[src/rtl/regbank_wr_arb_if.sv]
// Bus bundle for the shared register-bank write arbiter: requester side
// (master) and arbiter side (slave).
interface regbank_wr_arb_if #(
    parameter int NREQ  = 4,
    parameter int WIDTH = 8,
    parameter int DEPTH = 4
);
    localparam int AW = $clog2(DEPTH);

    logic                    HOLD;
    logic [NREQ-1:0]         REQ;
    logic [NREQ*AW-1:0]      ADDR;
    logic [NREQ*WIDTH-1:0]   WDATA;
    logic [NREQ-1:0]         ACK;
    logic                    GNT_VLD;
    logic [2:0]              GNT_ID;
    logic [AW-1:0]           RADDR;
    logic [WIDTH-1:0]        RDATA;
    logic [15:0]             WR_CNT;

    modport master (
        output HOLD, REQ, ADDR, WDATA, RADDR,
        input  ACK, GNT_VLD, GNT_ID, RDATA, WR_CNT
    );

    modport slave (
        input  HOLD, REQ, ADDR, WDATA, RADDR,
        output ACK, GNT_VLD, GNT_ID, RDATA, WR_CNT
    );
endinterface

[src/rtl/regbank_wr_arb.sv]
// Round-robin write arbiter for a small clock-enabled register bank:
// one write per clock, registered one-hot ACK, registered read port.
module regbank_wr_arb #(
    parameter int NREQ  = 4,
    parameter int WIDTH = 8,
    parameter int DEPTH = 4
) (
    input logic              CLK,
    input logic              RESETN,
    regbank_wr_arb_if.slave  bus
);
    localparam int AW = $clog2(DEPTH);

    logic [WIDTH-1:0] bank [DEPTH];

    logic [2:0]       ptr_q;
    logic [NREQ-1:0]  ack_q;
    logic             gnt_vld_q;
    logic [2:0]       gnt_id_q;
    logic [WIDTH-1:0] rdata_q;
    logic [15:0]      wr_cnt_q;

    logic [NREQ-1:0]  eligible;
    logic             win_vld;
    logic [2:0]       win_id;
    logic             grant;
    logic [2:0]       ptr_nxt;
    logic [NREQ-1:0]  ack_d;
    logic [AW-1:0]    waddr;
    logic [WIDTH-1:0] wdata;
    logic [DEPTH-1:0] word_ce;

    // Two-pass search: requesters at or above PTR first, then wrap to the
    // lowest eligible one; equivalent to a modulo scan starting at PTR.
    always_comb begin
        eligible = bus.REQ & ~ack_q;
        win_vld  = 1'b0;
        win_id   = '0;
        for (int unsigned i = 0; i < NREQ; i++) begin
            if (!win_vld && eligible[i] && (3'(i) >= ptr_q)) begin
                win_vld = 1'b1;
                win_id  = 3'(i);
            end
        end
        for (int unsigned i = 0; i < NREQ; i++) begin
            if (!win_vld && eligible[i]) begin
                win_vld = 1'b1;
                win_id  = 3'(i);
            end
        end
    end

    always_comb begin
        grant   = win_vld && !bus.HOLD;
        ptr_nxt = (win_id == 3'(NREQ - 1)) ? 3'd0 : win_id + 3'd1;
        ack_d   = '0;
        waddr   = '0;
        wdata   = '0;
        for (int unsigned i = 0; i < NREQ; i++) begin
            if (win_id == 3'(i)) begin
                ack_d[i] = grant;
                waddr    = bus.ADDR[i*AW +: AW];
                wdata    = bus.WDATA[i*WIDTH +: WIDTH];
            end
        end
        for (int unsigned j = 0; j < DEPTH; j++) begin
            word_ce[j] = grant && (waddr == AW'(j));
        end
    end

    always_ff @(posedge CLK) begin
        for (int unsigned j = 0; j < DEPTH; j++) begin
            if (!RESETN) begin
                bank[j] <= '0;
            end else if (word_ce[j]) begin
                bank[j] <= wdata;
            end
        end
    end

    always_ff @(posedge CLK) begin
        if (!RESETN) begin
            ptr_q     <= '0;
            ack_q     <= '0;
            gnt_vld_q <= 1'b0;
            gnt_id_q  <= '0;
            rdata_q   <= '0;
            wr_cnt_q  <= '0;
        end else begin
            rdata_q   <= bank[bus.RADDR];
            ack_q     <= ack_d;
            gnt_vld_q <= grant;
            gnt_id_q  <= grant ? win_id : 3'd0;
            if (grant) begin
                ptr_q    <= ptr_nxt;
                wr_cnt_q <= wr_cnt_q + 16'd1;
            end
        end
    end

    assign bus.ACK     = ack_q;
    assign bus.GNT_VLD = gnt_vld_q;
    assign bus.GNT_ID  = gnt_id_q;
    assign bus.RDATA   = rdata_q;
    assign bus.WR_CNT  = wr_cnt_q;
endmodule

[src/flat_wrapper.sv]
// flat-port wrapper written by rule: the top's interface ports become plain ports
module regbank_wr_arb_flat 
#(
    parameter int NREQ  = 4,
    parameter int WIDTH = 8,
    parameter int DEPTH = 4
)
  (CLK, RESETN, bus_HOLD, bus_REQ, bus_ADDR, bus_WDATA, bus_RADDR, bus_ACK, bus_GNT_VLD, bus_GNT_ID, bus_RDATA, bus_WR_CNT);
  regbank_wr_arb_if #(.NREQ(NREQ), .WIDTH(WIDTH), .DEPTH(DEPTH)) bus_i ();
  input logic CLK;
  input logic RESETN;
  input wire logic [$bits(bus_i.HOLD)-1:0] bus_HOLD;
  input wire logic [$bits(bus_i.REQ)-1:0] bus_REQ;
  input wire logic [$bits(bus_i.ADDR)-1:0] bus_ADDR;
  input wire logic [$bits(bus_i.WDATA)-1:0] bus_WDATA;
  input wire logic [$bits(bus_i.RADDR)-1:0] bus_RADDR;
  output wire logic [$bits(bus_i.ACK)-1:0] bus_ACK;
  output wire logic [$bits(bus_i.GNT_VLD)-1:0] bus_GNT_VLD;
  output wire logic [$bits(bus_i.GNT_ID)-1:0] bus_GNT_ID;
  output wire logic [$bits(bus_i.RDATA)-1:0] bus_RDATA;
  output wire logic [$bits(bus_i.WR_CNT)-1:0] bus_WR_CNT;
  assign bus_i.HOLD = bus_HOLD;
  assign bus_i.REQ = bus_REQ;
  assign bus_i.ADDR = bus_ADDR;
  assign bus_i.WDATA = bus_WDATA;
  assign bus_i.RADDR = bus_RADDR;
  assign bus_ACK = bus_i.ACK;
  assign bus_GNT_VLD = bus_i.GNT_VLD;
  assign bus_GNT_ID = bus_i.GNT_ID;
  assign bus_RDATA = bus_i.RDATA;
  assign bus_WR_CNT = bus_i.WR_CNT;
  regbank_wr_arb #(.NREQ(NREQ), .WIDTH(WIDTH), .DEPTH(DEPTH)) u_core (.CLK(CLK), .RESETN(RESETN), .bus(bus_i));
endmodule
[config.mk]
export PLATFORM = sky130hd
export DESIGN_NAME = regbank_wr_arb_flat
export DESIGN_NICKNAME = d
export VERILOG_FILES = /design/src/rtl/regbank_wr_arb_if.sv /design/src/rtl/regbank_wr_arb.sv /design/src/flat_wrapper.sv
export SDC_FILE = /design/constraint.sdc
export NUM_CORES = 1
export LEC_CHECK = 0
export CORE_MARGIN = 2
export CORE_UTILIZATION = 40
export CTS_CLUSTER_DIAMETER = 30
export DETAILED_ROUTE_END_ITERATION = 6
export GPL_TIMING_DRIVEN = 1
export PLACE_DENSITY = 0.67
export SLEW_MARGIN = 20
export SYNTH_ARGS = -nofsm -noshare
export SYNTH_HDL_FRONTEND = slang
export SYNTH_SLANG_ARGS = --single-unit
[constraint.sdc]
create_clock -name CLK -period 9.3 [get_ports CLK]
set_clock_uncertainty 0.2 [all_clocks]
set_input_delay 2.325 -clock CLK [delete_from_list [all_inputs] [get_ports CLK]]
set_output_delay 2.325 -clock CLK [all_outputs]
set_load 0.05 [all_outputs]
==> metrics, run 1 <==
die area between 9000 and 10000 um^2; initial antenna violation count 0; DRT met1 WL around 3700 um; DR DRC count 0; WP data arrival approximately 5.8 ns; Reg-to-Reg Start u_core.ptr_q[1]; Final Hold Fails 0; met2 wire len roughly 3800 um; largest net degree at the start of global routing 35; nets 438; Relative slew margins 0.327; clock buffer depth 2; routed wire length roughly 8000 um; Yosys warning count 0; Leak Pwr about 1.5 nW; Crit path required time 9.06 ns; crit path capture type flip-flop; mux contribution to synthesized area 0.0634; xor and xnor area share after synthesis 0.00262; io pins 81; CP bufs+invs 1; FMAX 166 MHz; die extent in x roughly 95 um; crit share post-route 0.649; Post-synth ARST share 0; Startpoint Class input pin; postcts setup bufs 0; Starting Density 0.410; CTS resizes 0; Vias/cell around 5.4; CTS tree done; worst-margin pin slew 1.01 ns; Core Area roughly 8100 um^2; global-route wire length before repair 12700 um; post-route worst setup slack 3.27 ns; synthesized net count 370; Crit-path slowest cell o31ai_2; Yosys top cell area share 0.288; wire per inst between 15 and 20 um; number of port buffers 79; RSZ-0062 raised after global routing no; Antenna Nets Post-Route 0; Cells after Synth 316; layout cells sized above 1 0.121; Int Pwr around 0.53 mW; WL met3 slightly below 400 um; CTS buffer count 9; Hold WC Path Type reg2reg; P&R area growth vs syn 30.6%; status finished clean; synthesized cell area 3340 um^2; count leader, synth dfxtp_1; fin crit period about 6.0 ns; Top Family by Delay on Critical Path compound AO/OA/AOI/OAI gates; RePlAce Congestion 0.898; fillers between 600 and 700; sequential area share after synthesis 0.486; Overflow after GRT 0; final setup TNS 0 ns; Post-CTS Hold Buffers 0; placed wire-length estimate 5940 um; Clock transition at path regs 0.07 ns; syn_area_per_cell 10.6 um^2; power per cell area ~180 nW/um^2; sequential power share 0.441; area leader, netlist edfxtp_1; Synth area leaders edfxtp_1 (29%), dfxtp_1 (20%), mux4_2 (5.4%); Starting DRT DRC Count 170; Die Y-Extent between 90 and 100 um; vias in the first global route 2497; clock power share 0.281; Clock H-tree levels 3; worst-path cell chain clkdlybuf4s50_1 > nand2b_4 > mux2_2 > o221ai_1 > ha_1 > a21oi_1 > a211oi_2 > nor2_1 > o31ai_2; largest family of logic cells by synthesized area simple AND/OR/NAND/NOR gates; Synth Area in Adders 0.0187; Clock Latency Late Sink approximately 0.33 ns; Comb power frac 0.279; number of inserted diodes 0; CP peak stage delay 0.68 ns; Sw Ratio 0.320; post-synthesis compound-gate area fraction 0.160; maximum vdd drop 81.1 uV; final setup violation count 0; Initial DRT Pass Iterations 4; clk sinks 65; Synth cell types about 50; Synth Flop Type dfxtp_1; worst hold start u_core.bus.WR_CNT[15]; Commonest cells post-synth dfxtp_1 (33), edfxtp_1 (32), nor2_1 (28), a21oi_1 (22), and2_1 (17); number of enable flip-flop cells after synthesis 32; CP Class in2reg; GR Util All Layers 0.186; Max FO, Critical Path 21; MaxCap Viol Count 0; via count 2672; dpl ws approximately 2.7 ns; Yosys reg bits 65; CP Launch Point bus_REQ[0]; final max-slew violation count 0; simple-gate area share of the yosys netlist 0.219; Root Buffer clkbuf_8; DR top layer met4; sw power about 0.25 mW; Core Rows 33
per-stage QoR:
stage | instance area, um^2 | util | instances | hold slack [ns] | power (mW)
finish | 4360 | 0.536 | 494 | 0.274 | 0.778
global route | 4360 | 0.536 | 494 | 0.329 | 0.814
CTS | 4340 | 0.534 | 494 | 0.278 | 0.779
detailed placement | 4160 | 0.511 | 478 | 0.270 | 0.563
global placement | 4150 | 0.511 | 478 | 0.255 | 0.558
floorplan | 3340 | - | 316 | 0.310 | 0.498
kinds of logic (layout without fill, tap and decap cells):
family | count (synthesis) | in the layout
other | 1 | 1
adder cells (fa/ha/maj) | 5 | 5
multiplexers | 11 | 11
AO/OA/AOI/OAI | 77 | 77
AND/OR/NAND/NOR | 119 | 119
XOR/XNOR | 1 | 1
buffers and inverters | 37 | 110
flip-flops | 65 | 65
flip-flops by register name, summed over array words and instances, names as in the netlist:
name                flops
u_core.bus.WR_CNT      16
u_core.bus.GNT_ID       2
u_core.bus.GNT_VLD      1
u_core.bank            32
u_core.bus.RDATA        8
u_core.ptr_q            2
u_core.bus.ACK          4
power by group through the flow:
stage | Clock, mW | Sequential, mW | Combinational [mW]
floorplan | 0 | 0.366 | 0.132
global placement | 0 | 0.349 | 0.209
detailed placement | 0 | 0.349 | 0.213
CTS | 0.222 | 0.343 | 0.214
global route | 0.235 | 0.345 | 0.234
finish | 0.218 | 0.343 | 0.217
layout by cell type, fill, tap and decap left out, types with 2 or more instances in the layout:
master            n
a21oi_1          22
o31ai_2           4
or4_1             9
o211ai_1          8
nor2_1           28
a221oi_1          8
and2_1           17
edfxtp_1         32
clkbuf_8          9
nand2b_1          4
nand3_1           6
nand2b_4          3
o31ai_1           8
and4_1            2
and3b_1           2
or3_1             3
clkdlybuf4s50_1  79
and3_1            5
o21a_1            2
nand3b_1          9
clkinv_2          4
mux2i_1           2
mux4_2            8
nor4_1            2
nor2_2            3
inv_1            14
nor2_4            7
dfxtp_1          33
o22ai_1           9
nand4_1           4
ha_1              5
o21ai_0           6
nand2_1          11
cell type report:
cell class	instances	area [um^2]	share of cell area
sequential	65	1620	0.372
clock buffer	11	153	0.0350
clock inverter	5	28.8	0.00661
multi-input combinational	214	1570	0.361
timing repair buffer	80	798	0.183
inverter	14	52.6	0.0121
tap	105	131	0.0302
tightest hold or removal path: stages, from the launching register on:
cell     delay (ns)
dfxtp_1        0.32
nand2_1        0.05
mux2i_1        0.05
path summary, 6_finish.rpt:
path                                         endpoint  slack (ns)  depth (start not counted)
worst min register to register  u_core.bus.WR_CNT[15]        0.27                          2
worst min-delay path            u_core.bus.WR_CNT[15]        0.27                          2
worst max-delay path                u_core.bank[3][0]        3.27                          9
worst max register to register      u_core.bank[3][0]        5.35                          7
metal layers:
metal | vias up | global-route usage
met5 | - | 0
met4 | 0 | 0.0604
met3 | 8 | 0.0411
met2 | 84 | 0.295
met1 | 1261 | 0.254
li1 | 1319 | -
No activity file was read; power rests on OpenSTA's default activity.
==> run 2: changes to the inputs <==
Clock period 9.3 ns to 6.31 ns, I/O delays scaled along.
==> metrics, run 2 (synthesis results as in run 1) <==
global-route wire length before repair 13000 um; number of inserted diodes 0; placed insts between 400 and 500; Overflow after GRT 0; Starting Density 0.410; die extent in x 95.3 um; final setup TNS 0 ns; io pins 81; status finished clean; power per cell area 268 nW/um^2; wire per inst 16.2 um; layout cells sized above 1 0.119; CTS buffer count 9; Vias/cell between 5 and 6; most frequent cells in the layout clkdlybuf4s50_1 (79), dfxtp_1 (33), edfxtp_1 (32), nor2_1 (28), a21oi_1 (22); CP Class in2reg; Final Hold Fails 0; Clock Latency Late Sink ~0.34 ns; Biggest register u_core.bank; R2R setup slack 2.63 ns; worst hold start u_core.bus.WR_CNT[15]; Startpoint Class input pin; Crit-path slowest cell ha_1; vias in the first global route ~2700; Initial DRT Pass Iterations 4; Relative slew margins 0.334; MaxCap Viol Count 0; clk sinks 65; largest net degree at the start of global routing 35; fin crit period around 5.0 ns; postcts setup bufs 0; P&R area growth vs syn 31.6%; placed wire-length estimate about 5900 um; final core occ 0.540; final setup violation count 0; crit path capture type flip-flop; CP peak stage delay 0.69 ns; initial antenna violation count 0; Max FO, Critical Path 21; Non-Filler Instances 499; CTS resizes 0; max FFs per register 32; FF-to-FF path depth 8; via count approximately 2700; Hold WC Path Type reg2reg; Starting DRT DRC Count around 150; Design Power ~1.2 mW; Die Y-Extent about 95 um; CTS tree done; clock buffer depth 2; worst-path cell chain clkdlybuf4s50_1 > nand2b_4 > mux2_2 > o221ai_1 > ha_1 > a21oi_1 > a211oi_2 > nor2_1 > o31ai_1 > buf_4; Post-CTS Hold Buffers 0; nets 443; Core Rows 33; hold depth 2; Root Buffer clkbuf_8; Reg-to-Reg Start u_core.ptr_q[1]; commonest non-fill, non-tap cell in the layout clkdlybuf4s50_1; Clock H-tree levels 3; Clock transition at path regs ~0.080 ns; GR Util All Layers 0.187; maximum vdd drop 108 uV; Core Area ~8100 um^2; number of port buffers between 70 and 80; Crit path required time 6.15 ns; Antenna Nets Post-Route 0; RSZ-0062 raised after global routing no; die area about 9100 um^2; worst-margin pin slew approximately 1.0 ns; routed wire length 8100 um; final max-slew violation count 0; RePlAce Congestion a little over 0.8; Crit Reg-Reg Endpoint u_core.bank[3][1]; FMAX 200 MHz; Leak Pwr between 1.5 and 2 nW; WP data arrival roughly 4.9 ns; DR DRC count 0; Min-Delay Endpoint u_core.bus.WR_CNT[15]; crit share post-route 0.794
-- run 2: per-stage QoR --
step | hold WS, ns | instance area, um^2 | setup WS, ns
after detailed placement | 0.285 | 4190 | 1.01
final | 0.292 | 4390 | 1.30
after floorplan | 0.310 | 3340 | 1.58
after CTS | 0.296 | 4390 | 1.35
after global placement | 0.253 | 4190 | 1.10
after global routing | 0.331 | 4390 | 1.10
-- run 2: worst max path at each step --
stage / startpoint / depth (start not counted) / endpoint
final: bus_REQ[0] / 10 / u_core.bank[3][1]
after global routing: bus_REQ[0] / 10 / u_core.bank[3][5]
after CTS: bus_REQ[0] / 10 / u_core.bank[3][3]
after detailed placement: bus_REQ[0] / 10 / u_core.bank[3][1]
after global placement: bus_REQ[0] / 10 / u_core.bank[1][4]
after floorplan: bus_REQ[2] / 10 / u_core.bank[1][0]
-- run 2: worst max-delay path: cells and delay by family --
family	cells	cell delay (ns)
buffers and inverters	2	0.75
AOI/OAI and AO/OA	4	1.35
muxes	1	0.26
adders and majority gates	1	0.69
and+or+nand+nor	2	0.22
-- run 2: final cells by class --
type | count | area (um^2)
sequential | 65 | 1620
clock buffer | 12 | 178
fill | 689 | 3740
inverter | 14 | 52.6
multi-input combinational | 214 | 1550
tap | 105 | 131
timing repair buffer | 85 | 836
clock inverter | 4 | 21.3
-- run 2: layer usage --
metal	wire length [um]	track usage
met1	3810	0.252
met4	147	0.0809
met3	415	0.0451
met5	0	0
met2	3730	0.286
-- run 2: power breakdown --
part	internal, mW	switching [mW]	leakage, nW
logic	0.130	0.195	0.814
clock network	0.189	0.159	0.107
registers	0.487	0.0147	0.605
==> run 3: changes to the inputs <==
Clock period 6.31 ns to 5.1 ns, I/O delays scaled along.
==> metrics, run 3 (synthesis results as in run 1) <==
status finished clean; placed insts between 400 and 500; Die Y-Extent between 90 and 100 um; fillers slightly below 700; final setup TNS 0 ns; Leak Pwr ~1.5 nW; Max FO, Critical Path 24; P&R area growth vs syn 32.1%; RePlAce Congestion 0.822; Clock H-tree levels 3; via count 2700; FMAX about 230 MHz; Relative slew margins 0.342; WP data arrival around 4.2 ns; Starting DRT DRC Count approximately 200; die extent in x between 90 and 100 um; final max-slew violation count 0; worst-margin pin slew between 0.9 and 1 ns; Non-Filler Instances 503; Final Hold Fails 0; commonest non-fill, non-tap cell in the layout clkdlybuf4s50_1; Hold WC Path Type reg2reg; hold depth 2; Initial DRT Pass Iterations 4; Post-CTS Hold Buffers 0; initial antenna violation count 0; Min-Delay Endpoint u_core.bus.WR_CNT[15]; GR Util All Layers 0.179; postcts setup bufs 0; Starting Density 0.410; final setup violation count 0; Biggest register u_core.bank; FF+latch area 1620 um^2; FF-to-FF path depth 8; Crit path required time roughly 4.9 ns; Clock transition at path regs 0.07 ns; max FFs per register 32; Vias/cell roughly 5.4; worst hold start u_core.bus.WR_CNT[15]; number of port buffers slightly below 80; fin crit period roughly 4.4 ns; multi-input logic area about 1600 um^2; worst-path cell chain clkdlybuf4s50_1 > and3b_1 > o21ai_0 > o221ai_1 > inv_1 > ha_1 > mux2i_1 > or2_2 > o31ai_1 > buf_4; Clock Latency Late Sink around 0.33 ns; Core Rows 33; Reg-to-Reg Start u_core.ptr_q[1]; die area a little over 9000 um^2; clk sinks 65; Core Area roughly 8000 um^2; CTS buffer count 9; global-route wire length before repair between 10000 and 15000 um; DR DRC count 0; clock buffer depth 2; largest net degree at the start of global routing 35; Antenna Nets Post-Route 0; CTS tree done; CTS resizes 0; maximum vdd drop 136 uV; power per cell area 328 nW/um^2; crit path capture type flip-flop; Overflow after GRT 0; most frequent cells in the layout clkdlybuf4s50_1 (79), dfxtp_1 (33), edfxtp_1 (32), nor2_1 (28), a21oi_1 (22); wire per inst about 15 um; io pins slightly above 80; CP peak stage delay about 0.68 ns; RSZ-0062 raised after global routing no; crit share post-route 0.859; vias in the first global route 2591; Root Buffer clkbuf_8; Startpoint Class input pin; layout cells sized above 1 0.121; routed wire length approximately 7800 um; MaxCap Viol Count 0; CP Class in2reg; number of inserted diodes 0; Crit-path slowest cell ha_1; placed wire-length estimate between 5000 and 6000 um; nets between 400 and 500; R2R setup slack between 1.5 and 2 ns; Crit Reg-Reg Endpoint u_core.bank[0][5]
run 3: cell count changes in the layout (fill, tap and decap cells not counted):
cell and delta:
clkinv_2 -2, bufinv_16 +1, clkbuf_8 +1, clkbuf_16 -2, clkinv_1 +2, inv_4 -1
clkbuf_1 +1, buf_4 +4
run 3: critical path, delay by kind of cell:
family	cells	cell delay, ns
simple gates	2	0.54
compound gates	3	0.63
buf+inv	3	0.83
fa+ha+maj	1	0.68
mux	1	0.26
run 3: worst max-delay path by stage:
stage	startpoint	endpoint	slack, ns
final	bus_REQ[0]	u_core.bank[3][5]	0.72
after global routing	bus_REQ[0]	u_core.bank[1][6]	0.46
after CTS	bus_REQ[2]	u_core.bank[0][5]	0.75
after detailed placement	bus_REQ[2]	u_core.bank[0][4]	0.41
after global placement	bus_REQ[2]	u_core.bank[0][5]	0.49
after floorplan	bus_REQ[2]	u_core.bank[1][0]	0.67
run 3: through the flow:
| stage | hold slack, ns | worst slack, ns | area (um^2) | power, mW | util |
|---|---|---|---|---|---|
| 3_5_place_dp | 0.265 | 0.409 | 4220 | 1.03 | 0.519 |
| 2_1_floorplan | 0.310 | 0.669 | 3340 | 0.908 | - |
| 6_report | 0.279 | 0.720 | 4410 | 1.45 | 0.542 |
| 4_1_cts | 0.279 | 0.754 | 4410 | 1.45 | 0.542 |
| 5_1_grt | 0.311 | 0.461 | 4410 | 1.52 | 0.542 |
| 3_3_place_gp | 0.256 | 0.488 | 4220 | 1.03 | 0.519 |
run 3: report_power, final:
group	switching, mW	total [mW]	internal, mW	leakage [nW]
Clock	0.187	0.422	0.236	0.0954
Sequential	0.0183	0.621	0.603	0.605
Combinational	0.236	0.404	0.168	0.834
run 3: metal layers:
layer / share of wire / wire, um / vias up / GRT usage
met5: 0 / 0 / - / 0
met4: 0.0051 / 40 / 0 / 0.0495
met3: 0.047 / 366 / 2 / 0.0395
met2: 0.47 / 3650 / 81 / 0.285
met1: 0.48 / 3720 / 1275 / 0.245
li1: - / - / 1342 / -
run 3: cell type report:
type,count,share of cell area
well taps,105,0.0298
clock buffers,12,0.0329
flip-flops and latches,65,0.368
clock inverters,4,0.00965
inverters,14,0.0119
multi-input cells,214,0.352
repair buffers,89,0.196
